`src/rtl/n64_pkg.sv`:
```
// Shared N64 controller definitions: command bytes, scheduler state encoding
// and requester indices.
package n64_pkg;

   localparam logic [7:0] CMD_INFO  = 8'h00;
   localparam logic [7:0] CMD_POLL  = 8'h01;
   localparam logic [7:0] CMD_RESET = 8'hFF;

   typedef enum logic [1:0] {
      ST_IDLE  = 2'd0,
      ST_ISSUE = 2'd1,
      ST_WAIT  = 2'd2,
      ST_GAP   = 2'd3
   } sched_state_e;

   // Requester indices, lowest index wins arbitration
   localparam int unsigned REQ_RESET = 0;
   localparam int unsigned REQ_INFO  = 1;
   localparam int unsigned REQ_POLL  = 2;
   localparam int unsigned NUM_REQ   = 3;

endpackage

```
`src/rtl/n64_poll_tick.sv`:
```
// Free-running period counter; tick_c is high for one cycle every PERIOD cycles.
module n64_poll_tick #(
   parameter int unsigned PERIOD = 100000
) (
   input  logic clk,
   input  logic rst,
   output logic tick_c
);

   localparam int unsigned CNT_W = (PERIOD > 1) ? $clog2(PERIOD) : 1;

   logic [CNT_W-1:0] cnt;

   assign tick_c = (cnt == CNT_W'(PERIOD - 1));

   always_ff @(posedge clk or posedge rst) begin
      if (rst)         cnt <= '0;
      else if (tick_c) cnt <= '0;
      else             cnt <= cnt + CNT_W'(1);
   end

endmodule

```
`src/rtl/n64_poll_scheduler.sv`:
```
// Arbitrates reset/info/poll requests onto the N64 transaction engine with
// timeout, bounded retry and inter-transaction gap. N64_SCHED_CHANGE_ONLY_EN
// makes button_valid pulse only when the polled data changes.
module n64_poll_scheduler #(
   parameter int unsigned POLL_PERIOD    = 100000,
   parameter int unsigned TIMEOUT_CYCLES = 20000,
   parameter int unsigned MAX_RETRIES    = 2,
   parameter int unsigned GAP_CYCLES     = 200
) (
   input  logic        clk,
   input  logic        rst,
   input  logic        poll_enable,
   input  logic        reset_req,
   input  logic        info_req,
   output logic        cmd_start,
   output logic [7:0]  cmd_byte,
   input  logic        engine_active,
   input  logic        rx_done,
   input  logic        rx_error,
   input  logic [31:0] rx_data,
   output logic [31:0] button_data,
   output logic        button_valid,
   output logic [23:0] status_data,
   output logic        status_valid,
   output logic [7:0]  err_count,
   output logic        busy
);

   import n64_pkg::*;

   localparam int unsigned CNT_MAX = (TIMEOUT_CYCLES > GAP_CYCLES) ? TIMEOUT_CYCLES : GAP_CYCLES;
   localparam int unsigned CNT_W   = $clog2(CNT_MAX);
   localparam int unsigned RETRY_W = 3;

   sched_state_e       state, state_d;
   logic [NUM_REQ-1:0] pend, pend_d, grant;
   logic [7:0]         grant_cmd;
   logic               grant_ok, tick, reset_req_q, reset_rise;
   logic [CNT_W-1:0]   cnt;
   logic [RETRY_W-1:0] retry_cnt;
   logic               retry_pend, cur_poll;
   logic               rx_ok, rx_fail, gap_done, btn_pulse;
   logic               cmd_start_d, busy_d;

   n64_poll_tick #(.PERIOD(POLL_PERIOD)) u_tick (
      .clk    (clk),
      .rst    (rst),
      .tick_c (tick)
   );

   assign reset_rise = reset_req & ~reset_req_q;
   assign grant_ok   = (state == ST_IDLE) && (|pend) && !engine_active;
   assign rx_ok      = (state == ST_WAIT) && rx_done && !rx_error;
   assign rx_fail    = (state == ST_WAIT) &&
                       ((rx_done && rx_error) || (!rx_done && cnt == CNT_W'(TIMEOUT_CYCLES - 1)));
   assign gap_done   = (state == ST_GAP) && (cnt == CNT_W'(GAP_CYCLES - 1));

   // Fixed priority: reset > info > poll
   always_comb begin
      grant     = '0;
      grant_cmd = CMD_POLL;
      if (pend[REQ_RESET]) begin
         grant[REQ_RESET] = grant_ok;
         grant_cmd        = CMD_RESET;
      end else if (pend[REQ_INFO]) begin
         grant[REQ_INFO] = grant_ok;
         grant_cmd       = CMD_INFO;
      end else if (pend[REQ_POLL]) begin
         grant[REQ_POLL] = grant_ok;
         grant_cmd       = CMD_POLL;
      end
   end

   // New requests override a same-cycle grant clear; disabled polling drops a waiting poll
   always_comb begin
      pend_d = pend & ~grant;
      if (reset_rise)   pend_d[REQ_RESET] = 1'b1;
      if (info_req)     pend_d[REQ_INFO]  = 1'b1;
      if (tick)         pend_d[REQ_POLL]  = 1'b1;
      if (!poll_enable) pend_d[REQ_POLL]  = 1'b0;
   end

`ifdef N64_SCHED_CHANGE_ONLY_EN
   logic have_button;

   assign btn_pulse = !have_button || (rx_data != button_data);

   always_ff @(posedge clk or posedge rst) begin
      if (rst)                  have_button <= 1'b0;
      else if (rx_ok && cur_poll) have_button <= 1'b1;
   end
`else
   assign btn_pulse = 1'b1;
`endif

   always_ff @(posedge clk or posedge rst) begin
      if (rst) state <= ST_IDLE;
      else     state <= state_d;
   end

   always_comb begin
      state_d = state;
      case (state)
         ST_IDLE:  if (grant_ok) state_d = ST_ISSUE;
         ST_ISSUE: state_d = ST_WAIT;
         ST_WAIT:  if (rx_ok || rx_fail) state_d = ST_GAP;
         ST_GAP:   if (gap_done) state_d = retry_pend ? ST_ISSUE : ST_IDLE;
         default:  state_d = ST_IDLE;
      endcase
   end

   always_comb begin
      cmd_start_d = 1'b0;
      busy_d      = 1'b0;
      if (state_d == ST_ISSUE) cmd_start_d = 1'b1;
      if (state_d != ST_IDLE)  busy_d      = 1'b1;
   end

   always_ff @(posedge clk or posedge rst) begin
      if (rst) begin
         reset_req_q  <= 1'b0;
         pend         <= '0;
         cnt          <= '0;
         retry_cnt    <= '0;
         retry_pend   <= 1'b0;
         cur_poll     <= 1'b0;
         cmd_start    <= 1'b0;
         cmd_byte     <= '0;
         busy         <= 1'b0;
         button_data  <= '0;
         button_valid <= 1'b0;
         status_data  <= '0;
         status_valid <= 1'b0;
         err_count    <= '0;
      end else begin
         reset_req_q  <= reset_req;
         pend         <= pend_d;
         cmd_start    <= cmd_start_d;
         busy         <= busy_d;
         button_valid <= 1'b0;
         status_valid <= 1'b0;

         // One counter serves both the WAIT timeout and the GAP length
         if (state_d != state)      cnt <= '0;
         else if (state != ST_IDLE) cnt <= cnt + CNT_W'(1);

         if (grant_ok) begin
            cmd_byte   <= grant_cmd;
            cur_poll   <= grant[REQ_POLL];
            retry_cnt  <= '0;
            retry_pend <= 1'b0;
         end

         if (rx_ok) begin
            retry_pend <= 1'b0;
            if (cur_poll) begin
               button_data  <= rx_data;
               button_valid <= btn_pulse;
            end else begin
               status_data  <= rx_data[23:0];
               status_valid <= 1'b1;
            end
         end

         if (rx_fail) begin
            if (retry_cnt < RETRY_W'(MAX_RETRIES)) begin
               retry_cnt  <= retry_cnt + RETRY_W'(1);
               retry_pend <= 1'b1;
            end else begin
               retry_pend <= 1'b0;
               if (err_count != 8'hFF) err_count <= err_count + 8'd1;
            end
         end
      end
   end

endmodule

```
`config.mk`:
```
export PLATFORM = sky130hd
export DESIGN_NAME = n64_poll_scheduler
export DESIGN_NICKNAME = d
export VERILOG_FILES = /design/src/rtl/n64_pkg.sv /design/src/rtl/n64_poll_tick.sv /design/src/rtl/n64_poll_scheduler.sv
export SDC_FILE = /design/constraint.sdc
export NUM_CORES = 1
export LEC_CHECK = 0
export CORE_UTILIZATION = 53
export DETAILED_ROUTE_END_ITERATION = 12
export PLACE_DENSITY = 0.95
export SYNTH_ARGS = -nofsm -noshare
export SYNTH_HDL_FRONTEND = slang
export SYNTH_HIERARCHICAL = 1
export SYNTH_SLANG_ARGS = --single-unit
```
`constraint.sdc`:
```
create_clock -name clk -period 9 [get_ports clk]
set_clock_uncertainty 0.15 [all_clocks]
set_input_delay 1.8 -clock clk [delete_from_list [all_inputs] [get_ports clk]]
set_output_delay 1.8 -clock clk [all_outputs]
set_load 0.01 [all_outputs]
```
==> key figures <==
Critical path
  • Crit path launch type: primary input
  • CP delay by family, top: simple AND/OR/NAND/NOR gates
  • Reg2Reg Depth: 3
  • CP Depth: 4
  • Max incr delay on CP: 0.99 ns
  • Buf+Inv Stages, Crit Path: 1
  • Worst EP required: 9.25 ns
  • Critical path type: primary input to flop
  • Crit end category: flop
  • Crit Path Max Fanout: 25
  • Worst path slowest cell: nor3_4
  • Critical Path AT: 3.96 ns
  • Cell chain of the critical path: clkdlybuf4s50_1 > nand3b_1 > nor3_4 > mux2_2

Min path
  • Worst Hold Class: flop to flop
  • Hold Crit Depth: 1

STA
  • Final setup violation count: 0
  • Min Tclk post-route: 3.71 ns
  • RSZ-0062 raised after global routing: false
  • Relative slew slack: 0.173
  • Max Slew Vio Count: 0
  • Setup TNS: 0 ns
  • Fin crit share: 0.412
  • Fin. Hold Viols: 0
  • Fmax: 270 MHz
  • Worst Max-Slew Pin Slew: 1.24 ns

Layout
  • Util after Layout: 0.755
  • Finished Cell Area: 6620 µm²
  • Final net count: 547
  • Share of cells above drive strength 1: 0.198
  • Area grow syn2layout: 36.7%
  • Diode count: 0
  • Fin cells: 624

Logic synthesis
  • Largest area contributor in the netlist: dfrtp_1
  • Synth top cells by count: dfrtp_1, mux2_2, nor2_1
  • Most frequent cell after synthesis: dfrtp_1
  • EDFF count, synth: 0
  • Syn_area_per_cell: 12.6 µm²
  • Share of the synthesized area in the top cell type: 0.584
  • Seq/Total Area, Yosys: 0.584
  • Yosys cell types: 44
  • Ys flop type: dfrtp_1
  • Mapped Nets: 427
  • Cell Area, Synth: 4840 µm²
  • YS warnings: 6
  • Flops & latches, synth: 113
  • Asr flop ratio synth: 1.00
  • Synth area leaders: dfrtp_1, mux2_2, xnor2_1
  • Mapped Cells: 383

Clocking
  • Setup bufs post-CTS: 0
  • CTS H-tree depth: 4
  • Post_cts resized: 0
  • Clk Latency, worst-skew pair: 0.52 ns
  • Clock root cell: clkbuf_8
  • CTS Buf Count: 17
  • CTS tree: built
  • Hold Buf Count CTS: 0
  • Clock transition at path regs: 0.06 ns
  • Worst-case clock buffer depth: 2
  • Clk sinks: 113

GRT
  • Number of global-route vias before repair: 3,655
  • Initial antenna violation count: 0
  • Global-route wire length before repair: 19.9 mm
  • GRT Residual Overflow: 0
  • Pin count of the biggest net entering global routing: 77
  • Overall routing resource usage: 0.273

Floorplanning
  • Rows: 34
  • Core region area: 8760 µm²
  • DIE AREA: 9520 µm²
  • Die X: 97.6 µm
  • Initial core utilization: 0.553
  • I/O pins: 116
  • Chip Height: 97.6 µm

Route
  • Drt drc: 0
  • Vias per inst: 5.72
  • WL final: 12.2 mm
  • DR WL/cell: 19.6 µm
  • DRT Pass-1 Iters: 4
  • First DRT Iteration DRCs: 186
  • Vias: 3,571
  • Post-route ant nets: 0

Pwr
  • Static leakage: 2.97 nW
  • Pwr/cell area: 227 nW/µm²
  • Worst VDD drop: 145 µV

Place
  • Port Buf Inserts: 115
  • Final GP Congestion: 0.877
  • Placed cells: 592
  • HPWL Detailed: 7.67 mm
  • Placed cell areas: 6040 µm²

Flow run
  • Count of max-cap constraint violations: 0

Status
  • Status: finished, final reports clean
metal layers:
| layer | GRT usage | share of wire | up-vias |
|---|---|---|---|
| met2 | 0.466 | 0.51 | 179 |
| li1 | - | - | 1588 |
| met4 | 0.107 | 0.019 | 0 |
| met5 | 0 | 0 | - |
| met1 | 0.330 | 0.40 | 1781 |
| met3 | 0.0712 | 0.071 | 23 |
worst reg2reg max path, delay by kind of cell, from the launching register on:
kind,cells,cell delay (ns)
and+or+nand+nor,2,1.33
DFF,1,0.49
muxes,1,0.45
flip-flops by register name, indices dropped and copies added (netlist names), 2 cells and up:
name         flops
u_tick/cnt      17
retry_cnt        3
pend             3
button_data     32
cmd_byte         2
status_data     24
err_count        8
cnt             15
state            2
final timing paths:
path,start,end,slack (ns)
setup / recovery,rx_done,status_data[19],5.29
hold / removal,reset_req_q,pend[0],0.28
setup reg to reg,state[0],status_data[19],6.48
hold reg to reg,reset_req_q,pend[0],0.28
max in group asynchronous,rst,cnt[6],5.97
min in group asynchronous,rst,status_data[2],1.46
cell type report:
| type | instances | area (µm²) |
|---|---|---|
| inverter | 6 | 23.8 |
| clock inverter | 14 | 158 |
| fill | 450 | 2140 |
| multi-input combinational | 248 | 1890 |
| timing repair buffer | 117 | 1170 |
| sequential | 113 | 2830 |
| clock buffer | 18 | 418 |
| tap | 108 | 135 |
power breakdown:
part,total (mW),leakage (nW),internal [mW],switching (mW)
registers,0.619,1.47,0.568,0.0504
logic,0.233,1.22,0.135,0.0981
clock network,0.650,0.272,0.397,0.253
total,1.50,2.97,1.10,0.402
kinds of logic (layout without fill, tap and decap cells):
group	after synthesis	count (layout)	share of synthesized area
flip-flops	113	113	0.584
multiplexers	59	59	0.137
AO/OA/AOI/OAI	23	23	0.0318
XOR/XNOR	35	35	0.0633
buffers and inverters	22	155	0.0271
AND/OR/NAND/NOR	127	127	0.147
adder cells (fa/ha/maj)	4	4	0.0103
cell usage in the layout (no fill, tap or decap), types with 3 or more instances in the layout:
master and instances:
clkdlybuf4s50_1 115, dfrtp_1 113, mux2_2 58, nor2_1 37, nand2_1 23, xnor2_1 18
xor2_1 17, clkbuf_16 16, nand4_1 13, nand3_1 12, nor3_1 8, o21ai_0 8
and3_1 6, inv_1 5, clkinv_4 5, and4_1 4, nand2b_1 4, ha_1 4
nor4_1 3, nor2b_1 3, o21a_1 3, inv_6 3, clkinvlp_4 3
through the flow:
step                total power [mW]  setup WS, ns  hold slack, ns
finish                          1.50          5.29           0.282
detailed placement             0.853          4.83           0.277
CTS                             1.51          5.30           0.285
floorplan                      0.718          4.54           0.250
global route                    1.55          5.19           0.308
global placement               0.832          4.94           0.255
Power figures use the tool's default switching activity.
